**config.mk**
```make
export PLATFORM = sky130hd
export DESIGN_NAME = lcd_status_reader
export DESIGN_NICKNAME = d
export VERILOG_FILES = /design/src/rtl/lcd_pkg.sv /design/src/rtl/lcd_phase_timer.sv /design/src/rtl/lcd_status_reader.sv
export SDC_FILE = /design/constraint.sdc
export NUM_CORES = 1
export LEC_CHECK = 0
export ABC_AREA = 1
export CELL_PAD_IN_SITES_DETAIL_PLACEMENT = 2
export CELL_PAD_IN_SITES_GLOBAL_PLACEMENT = 2
export CORE_ASPECT_RATIO = 1.5
export CORE_MARGIN = 5
export CORE_UTILIZATION = 35
export CTS_CLUSTER_SIZE = 28
export DETAILED_ROUTE_END_ITERATION = 6
export GPL_TIMING_DRIVEN = 0
export PLACE_DENSITY_LB_ADDON = 0.1
export SLEW_MARGIN = 20
export SYNTH_ARGS = -nofsm -noshare
export SYNTH_HDL_FRONTEND = slang
export SYNTH_SLANG_ARGS = --single-unit
export TNS_END_PERCENT = 30
```
**constraint.sdc**
```tcl
create_clock -name clk -period 4.3 [get_ports clk]
set_input_delay 0.86 -clock clk [delete_from_list [all_inputs] [get_ports clk]]
set_output_delay 0.86 -clock clk [all_outputs]
set_load 0.01 [all_outputs]
```
**src/rtl/lcd_pkg.sv**
```systemverilog
// Shared definitions for the character-LCD bus (reader and writer paths).
// Holds the reader FSM states, default timing and bus encodings.
package lcd_pkg;

    typedef enum logic [2:0] {
        ST_IDLE,
        ST_SETUP,
        ST_EHIGH,
        ST_ELOW,
        ST_FINISH
    } lcd_rd_state_e;

    localparam int unsigned LCD_T_AS    = 3;
    localparam int unsigned LCD_T_EH    = 13;
    localparam int unsigned LCD_T_EL    = 13;
    localparam int unsigned LCD_TIMEOUT = 100000;

    localparam int unsigned LCD_BF_BIT = 7;

    localparam logic LCD_RS_CMD   = 1'b0;
    localparam logic LCD_RS_DATA  = 1'b1;
    localparam logic LCD_RW_WRITE = 1'b0;
    localparam logic LCD_RW_READ  = 1'b1;

    function automatic int unsigned max3(
        input int unsigned a,
        input int unsigned b,
        input int unsigned c
    );
        int unsigned m;
        m = (a > b) ? a : b;
        return (m > c) ? m : c;
    endfunction

    // Bits needed to hold 0..maxval-1, never less than one.
    function automatic int unsigned cnt_width(input int unsigned maxval);
        return ($clog2(maxval) < 1) ? 1 : $clog2(maxval);
    endfunction

endpackage

```
**src/rtl/lcd_phase_timer.sv**
```systemverilog
// Loadable down-counter that times each bus phase.
// `last` is high while the count sits at zero.
module lcd_phase_timer #(
    parameter int unsigned W = 4
) (
    input  logic         clk,
    input  logic         rst,
    input  logic         load,
    input  logic [W-1:0] value,
    output logic         last
);

    logic [W-1:0] cnt_q;
    logic [W-1:0] cnt_d;

    // Reload on request, otherwise count down and stop at zero.
    always_comb begin
        cnt_d = cnt_q;
        if (load) begin
            cnt_d = value;
        end else if (cnt_q != '0) begin
            cnt_d = cnt_q - W'(1);
        end
    end

    // Counter register.
    always_ff @(posedge clk or negedge rst) begin
        if (!rst) begin
            cnt_q <= '0;
        end else begin
            cnt_q <= cnt_d;
        end
    end

    assign last = (cnt_q == '0);

endmodule

```
**src/rtl/lcd_status_reader.sv**
```systemverilog
// HD44780 status read: returns busy flag and address counter,
// optionally polling until the controller reports not-busy.
module lcd_status_reader
    import lcd_pkg::*;
#(
    parameter int unsigned T_AS    = LCD_T_AS,
    parameter int unsigned T_EH    = LCD_T_EH,
    parameter int unsigned T_EL    = LCD_T_EL,
    parameter int unsigned TIMEOUT = LCD_TIMEOUT
) (
    input  logic       clk,
    input  logic       rst,
    input  logic       req,
    input  logic       wait_idle,
    output logic       ready,
    output logic       bus_active,
    output logic       done,
    output logic       busy_flag,
    output logic [6:0] addr_out,
    output logic       timeout,
    output logic       lcd_rs,
    output logic       lcd_rw,
    output logic       lcd_e,
    input  logic [7:0] lcd_db_in
);

    localparam int unsigned PW = cnt_width(max3(T_AS, T_EH, T_EL));
    localparam int unsigned TW = $clog2(TIMEOUT + 1);
    localparam logic [TW-1:0] TO_MAX = TW'(TIMEOUT);

    localparam logic [PW-1:0] LD_AS = PW'(T_AS - 1);
    localparam logic [PW-1:0] LD_EH = PW'(T_EH - 1);
    localparam logic [PW-1:0] LD_EL = PW'(T_EL - 1);

    lcd_rd_state_e state_q, state_d;
    logic          poll_q, poll_d;
    logic          busy_q, busy_d;
    logic [6:0]    addr_q, addr_d;
    logic          to_q, to_d;
    logic [TW-1:0] to_cnt_q, to_cnt_d;

    logic          ph_load;
    logic [PW-1:0] ph_value;
    logic          ph_last;

    lcd_phase_timer #(
        .W(PW)
    ) u_timer (
        .clk  (clk),
        .rst  (rst),
        .load (ph_load),
        .value(ph_value),
        .last (ph_last)
    );

    // Next state, phase reloads, data sampling and timeout tracking.
    always_comb begin
        state_d  = state_q;
        poll_d   = poll_q;
        busy_d   = busy_q;
        addr_d   = addr_q;
        to_d     = to_q;
        to_cnt_d = to_cnt_q;
        ph_load  = 1'b0;
        ph_value = '0;

        if (state_q != ST_IDLE && poll_q && to_cnt_q < TO_MAX) begin
            to_cnt_d = to_cnt_q + TW'(1);
        end

        unique case (state_q)
            ST_IDLE: begin
                if (req) begin
                    state_d  = ST_SETUP;
                    ph_load  = 1'b1;
                    ph_value = LD_AS;
                    poll_d   = wait_idle;
                    to_cnt_d = '0;
                    to_d     = 1'b0;
                end
            end
            ST_SETUP: begin
                if (ph_last) begin
                    state_d  = ST_EHIGH;
                    ph_load  = 1'b1;
                    ph_value = LD_EH;
                end
            end
            ST_EHIGH: begin
                if (ph_last) begin
                    busy_d   = lcd_db_in[LCD_BF_BIT];
                    addr_d   = lcd_db_in[6:0];
                    state_d  = ST_ELOW;
                    ph_load  = 1'b1;
                    ph_value = LD_EL;
                end
            end
            ST_ELOW: begin
                if (ph_last) begin
                    if (poll_q && busy_q) begin
                        if (to_cnt_q >= TO_MAX) begin
                            to_d    = 1'b1;
                            state_d = ST_FINISH;
                        end else begin
                            state_d  = ST_SETUP;
                            ph_load  = 1'b1;
                            ph_value = LD_AS;
                        end
                    end else begin
                        state_d = ST_FINISH;
                    end
                end
            end
            ST_FINISH: begin
                state_d = ST_IDLE;
            end
            default: begin
                state_d = ST_IDLE;
            end
        endcase
    end

    // State and result registers; reset drops the bus at once.
    always_ff @(posedge clk or negedge rst) begin
        if (!rst) begin
            state_q  <= ST_IDLE;
            poll_q   <= 1'b0;
            busy_q   <= 1'b0;
            addr_q   <= '0;
            to_q     <= 1'b0;
            to_cnt_q <= '0;
        end else begin
            state_q  <= state_d;
            poll_q   <= poll_d;
            busy_q   <= busy_d;
            addr_q   <= addr_d;
            to_q     <= to_d;
            to_cnt_q <= to_cnt_d;
        end
    end

    // Bus and handshake outputs decoded straight from state.
    always_comb begin
        ready      = (state_q == ST_IDLE);
        bus_active = (state_q != ST_IDLE);
        done       = (state_q == ST_FINISH);
        lcd_e      = (state_q == ST_EHIGH);
        lcd_rw     = LCD_RW_WRITE;
        if (state_q == ST_SETUP || state_q == ST_EHIGH ||
            state_q == ST_ELOW) begin
            lcd_rw = LCD_RW_READ;
        end
    end

    assign lcd_rs    = LCD_RS_CMD;
    assign busy_flag = busy_q;
    assign addr_out  = addr_q;
    assign timeout   = to_q;

endmodule

```
# After elaboration in Yosys (flattened, before gate mapping)
# Index checks and enable logic that the tools add are counted.
[totals]
register_bits = 34
input_bits = 12
out_inout_bits = 15
elab_cells = 67
[classes]
magnitude_cmp = 2
n_addsub = 2
eq_ne = 10
reduce_logical = 16
muxes = 30
[ops]
columns = ["op", "count"]
rows = [
  ["$mux W17", 3],
  ["$mux W3", 6],
  ["$add A17 B1 Y17 const B", 1],
  ["$ge A17 B17 Y1 const B", 1],
  ["$lt A17 B17 Y1 const B", 1],
  ["$mux W4", 3],
  ["$pmux W3 S4", 1],
  ["$pmux W4 S3", 1],
  ["$mux W1", 10],
  ["$ne A2 B2 Y1 const B", 5],
  ["$mux W2", 4],
  ["$eq A3 B2 Y1 const B", 2],
  ["$reduce_and A5 Y1", 1],
  ["$logic_not A4 Y1", 1],
  ["$reduce_and A2 Y1", 2],
  ["$reduce_and A4 Y1", 1],
  ["$reduce_bool A2 Y1", 2],
  ["$reduce_bool A4 Y1", 1],
  ["$sub A4 B1 Y4 const B", 1],
  ["$eq A3 B1 Y1 const B", 1],
  ["$eq A3 B3 Y1 const B", 1],
  ["$logic_and A1 B1 Y1", 3],
  ["$logic_not A3 Y1", 1],
  ["$pmux W1 S3", 1],
  ["5 further kinds", 6],
]

# Depth between registers and ports, before layout
[depth]
ltp_word = 6
mapped_depth = 10
depth_no_buf = 10

# Modules after synthesis
# Synthesis repeated with hierarchy kept, for this count alone.
[hier_totals]
cells_unflattened = 270
area_unflattened_um2 = 2084.5
[by_module_without_submodules]
columns = ["mod", "cells_each", "n_inst", "seq_area_each_um2", "area_each_um2"]
rows = [
  ["lcd_status_reader", 236, 1, 750.7, 1841.8],
  ["lcd_phase_timer", 34, 1, 100.1, 242.7],
]

# Least setup slack after synthesis
# Ideal clock, no wire load.
[synth_path]
kind = "flip-flop to output port"
startpoint = "reg state_q[1]"
endpoint = "out ready"
path_buffers = 1
required_ns = 3.440
slack_ns = 2.337
t_arrival_ns = 1.103
path_stages_with_launch = 5
path_cell_list = "dfrtp_1 > nor2_1 > nand2_2 > inv_1 > buf_2"
[synth_between]
elab_chain_cells = 1
[synth_lines]
columns = ["item", "line", "rtl"]
rows = [
  ["from (decl)", "lcd_status_reader.sv:35", "lcd_rd_state_e state_q, state_d;"],
  ["from (signal assigned)", "lcd_status_reader.sv:133", "state_q <= state_d;"],
  ["$logic_not A3 Y1", "lcd_status_reader.sv:144", "ready = (state_q == ST_IDLE);"],
  ["to (decl)", "lcd_status_reader.sv:15", "output logic ready,"],
]
# Every way passes these cells.

# Final worst setup path
# Same ends and word-level chain as after synthesis.

==> summary.md <==
| Metric | Value |
|---|---|
| Startpoint Class | flop |
| CP bufs+invs | 3 |
| CTS max path bufs | 2 |
| Fin worst setup slack | 1.283 ns |
| Gr usage total | 17.88% |
| CTS tree | built |
| Final core occ | 43.60% |
| Most common cell after layout, fill and taps aside | nand2_1 |
| Die Wd | 72.82 µm |
| Cells after Synth | 262 |
| Syn nets | 278 |
| Cell variety after synth | 33 |
| CTS buffer count | 5 |
| #FFs+latches synth | 34 |
| Post-synth top area share | 41.06% |
| Die Area | 7590 µm² |
| Number of diodes | 0 |
| Vias per inst | 5.120 |
| Most frequent cells in the layout | nand2_1 (72), dfrtp_1 (34), nor2_1 (31), clkdlybuf4s50_1 (24), inv_1 (21) |
| Worst-margin pin slew | 0.6634 ns |
| Placed cells | 360 |
| CP endpoint kind | output pin |
| Final #Nets | 311 |
| Worst-Skew Late Latency | 0.29 ns |
| Vias | 1884 |
| Antenna-violating nets left | 0 |
| Hold WC Path Type | input pin to async pin |
| Power Dens Cells | 742.6 nW/µm² |
| Area contributors post-synth | dfrtp_1 (41%), nand2_1 (13%), nor2_1 (5.6%), mux2_2 (4.3%), inv_1 (3.8%) |
| Share of synthesized flip-flops with an asynchronous set or reset | 100.0% |
| Dpl hpwl | 4878 µm |
| Final setup viols | 0 |
| WL final | 6221 µm |
| Peak VDD IR | 0.3122 mV |
| Post-synth EDFFs | 0 |
| Worst slew margin | 55.77% |
| Leakage | 1.118 nW |
| Die Y | 104.2 µm |
| Primary FF master, synth | dfrtp_1 |
| Drt wl/cell | 16.90 µm |
| Sinks on Clock Net | 34 |
| Root Driver | clkbuf_8 |
| CTS HTree Levels | 2 |
| Outcome | complete, no violations |
| Final hold vios | 0 |
| Synthesis Warnings | 0 |
| MaxCap Viol Count | 0 |
| I/O pin count | 27 |
| RSZ-0062 raised after global routing | no |
| Initial antenna violation count | 0 |
| Top Family by Delay on Critical Path | buffers and inverters |
| Routability Congestion | 0.8206 |
| CTS Hold Bufs | 0 |
| Crit-path max cell delay | 0.60 ns |
| Total power | 1.873 mW |
| Period utilization | 70.16% |
| Crit-path max FO | 10 |
| Vias in the first global route | 2146 |
| Detailed-router iteration count before antenna repair | 4 |
| Synthesized area per cell | 7.908 µm² |
| Clk slew on worst S/H paths | 0.08 ns |
| Largest net degree at the start of global routing | 24 |
| Yosys top cell by area | dfrtp_1 |
| F_max | 331.5 MHz |
| Skew final | 0.01267 ns |
| Synth-to-Final Area Change | 21.74% |
| Netlist Area Pre-Place | 2072 µm² |
| Starting Density | 35.81% |
| Post-CTS sizing | 0 |
| Worst EP required | 3.44 ns |
| Critical Path AT | 2.16 ns |
| CP Class | flop to output pin |
| Fill cell count | 712 |
| Setup WS pre-CTS | 1.562 ns |
| Core Rows | 34 |
| DR iter-0 viols | 21 |
| Layout cell share with drive strength beyond 1 | 16.22% |
| I/O Buffers | 25 |
| Setup Total Neg Slack | 0 ns |
| Post-CTS Setup Repair Bufs | 0 |
| First-pass GRT wire length | 10530 µm |
| Register area share after synthesis | 41.06% |
| Post-layout min period | 3.017 ns |
| Final std cells w/o fill | 368 |
| Crit path cell chain | nor2_1 -> nand2_2 -> inv_1 -> buf_2 -> clkdlybuf4s50_1 |
| Total grt overflow | 0 |
| Core area | 5786 µm² |
| Crit path max-delay cell type | clkdlybuf4s50_1 |
| Residual DRC | 0 |
| Slew Limit Fails | 0 |
## path summary, 6_finish.rpt
check | start | endpoint | slack [ns] | depth (start not counted)
setup / recovery | state_q[1] | ready | 1.28 | 5
hold / removal | rst | to_cnt_q[6] | 0.45 | 1
setup reg to reg | to_cnt_q[0] | to_cnt_q[16] | 2.36 | 9
hold reg to reg | timeout | timeout | 0.51 | 2
max in group asynchronous | rst | u_timer.cnt_q[3] | 3.42 | 2
min in group clk | timeout | timeout | 0.51 | 2
## worst register-to-register path, stage by stage (launching register included)
cell     delay [ns]
dfrtp_1        0.41
ha_1           0.33
inv_1          0.07
nor2_1         0.31
nand2_1        0.14
nor2_1         0.22
xor2_1         0.17
nand2_1        0.07
nand2_1        0.07
nor2_1         0.04
## flip-flops by register name, summed over array words and instances (netlist names)
signal and flops:
addr_out 7, u_timer.cnt_q 4, busy_flag 1, to_cnt_q 17, timeout 1, state_q 3
poll_q 1
## metrics by stage
step,hold WS (ns),area [µm²]
after floorplan,0.5187,2072
after global placement,0.4845,2412
after detailed placement,0.4939,2427
after CTS,0.4522,2522
after global routing,0.4629,2522
final,0.4523,2522
## synthesized netlist by cell type, drive strengths merged (2+ instances only)
cell type and count:
nand4 7, inv 22, a21oi 14, mux2 8, nor3 5, or2 2, buf 4, nor2 34
nand3 11, nand3b 3, dfrtp 34, xnor2 3, nand2 85, ha 4, xor2 6, o21ai 16
## cell families (layout without fill, tap and decap cells)
| kind of cell | after synthesis | in the layout | share of synthesized area (%) |
|---|---|---|---|
| other cells | 1 | 1 | 0.1810 |
| buf+inv | 27 | 61 | 6.038 |
| simple gates | 147 | 147 | 32.91 |
| xor+xnor | 9 | 9 | 3.805 |
| fa+ha+maj | 4 | 4 | 2.416 |
| compound gates | 32 | 32 | 9.239 |
| mux | 8 | 8 | 4.348 |
| flops | 34 | 34 | 41.06 |
## power breakdown
group          internal (mW)  leakage, nW  total (mW)  switching [mW]
registers              0.468        0.423       0.624           0.156
clock network          0.129       0.0472       0.258           0.129
logic                  0.434        0.648       0.991           0.557
total                   1.03         1.12        1.87           0.842
## routing by layer
metal | up-vias | track usage [%] | part of all wire [%]
met5 | - | 0 | 0
li1 | 906 | - | -
met2 | 13 | 35.01 | 60
met3 | 9 | 2.708 | 1.4
met4 | 0 | 5.937 | 1.8
met1 | 956 | 18.28 | 37
## layout make-up
class | count | area [µm²] | share of cell area, %
clock buffers | 6 | 82.58 | 3.274
clock inverters | 2 | 12.51 | 0.4960
flip-flops and latches | 34 | 850.8 | 33.73
inverters | 22 | 82.58 | 3.274
multi-input cells | 201 | 1096 | 43.45
well taps | 72 | 90.09 | 3.571
repair buffers | 26 | 265.3 | 10.52
plain buffers | 5 | 42.54 | 1.687
Note: power is estimated with default switching activity, not from simulation.
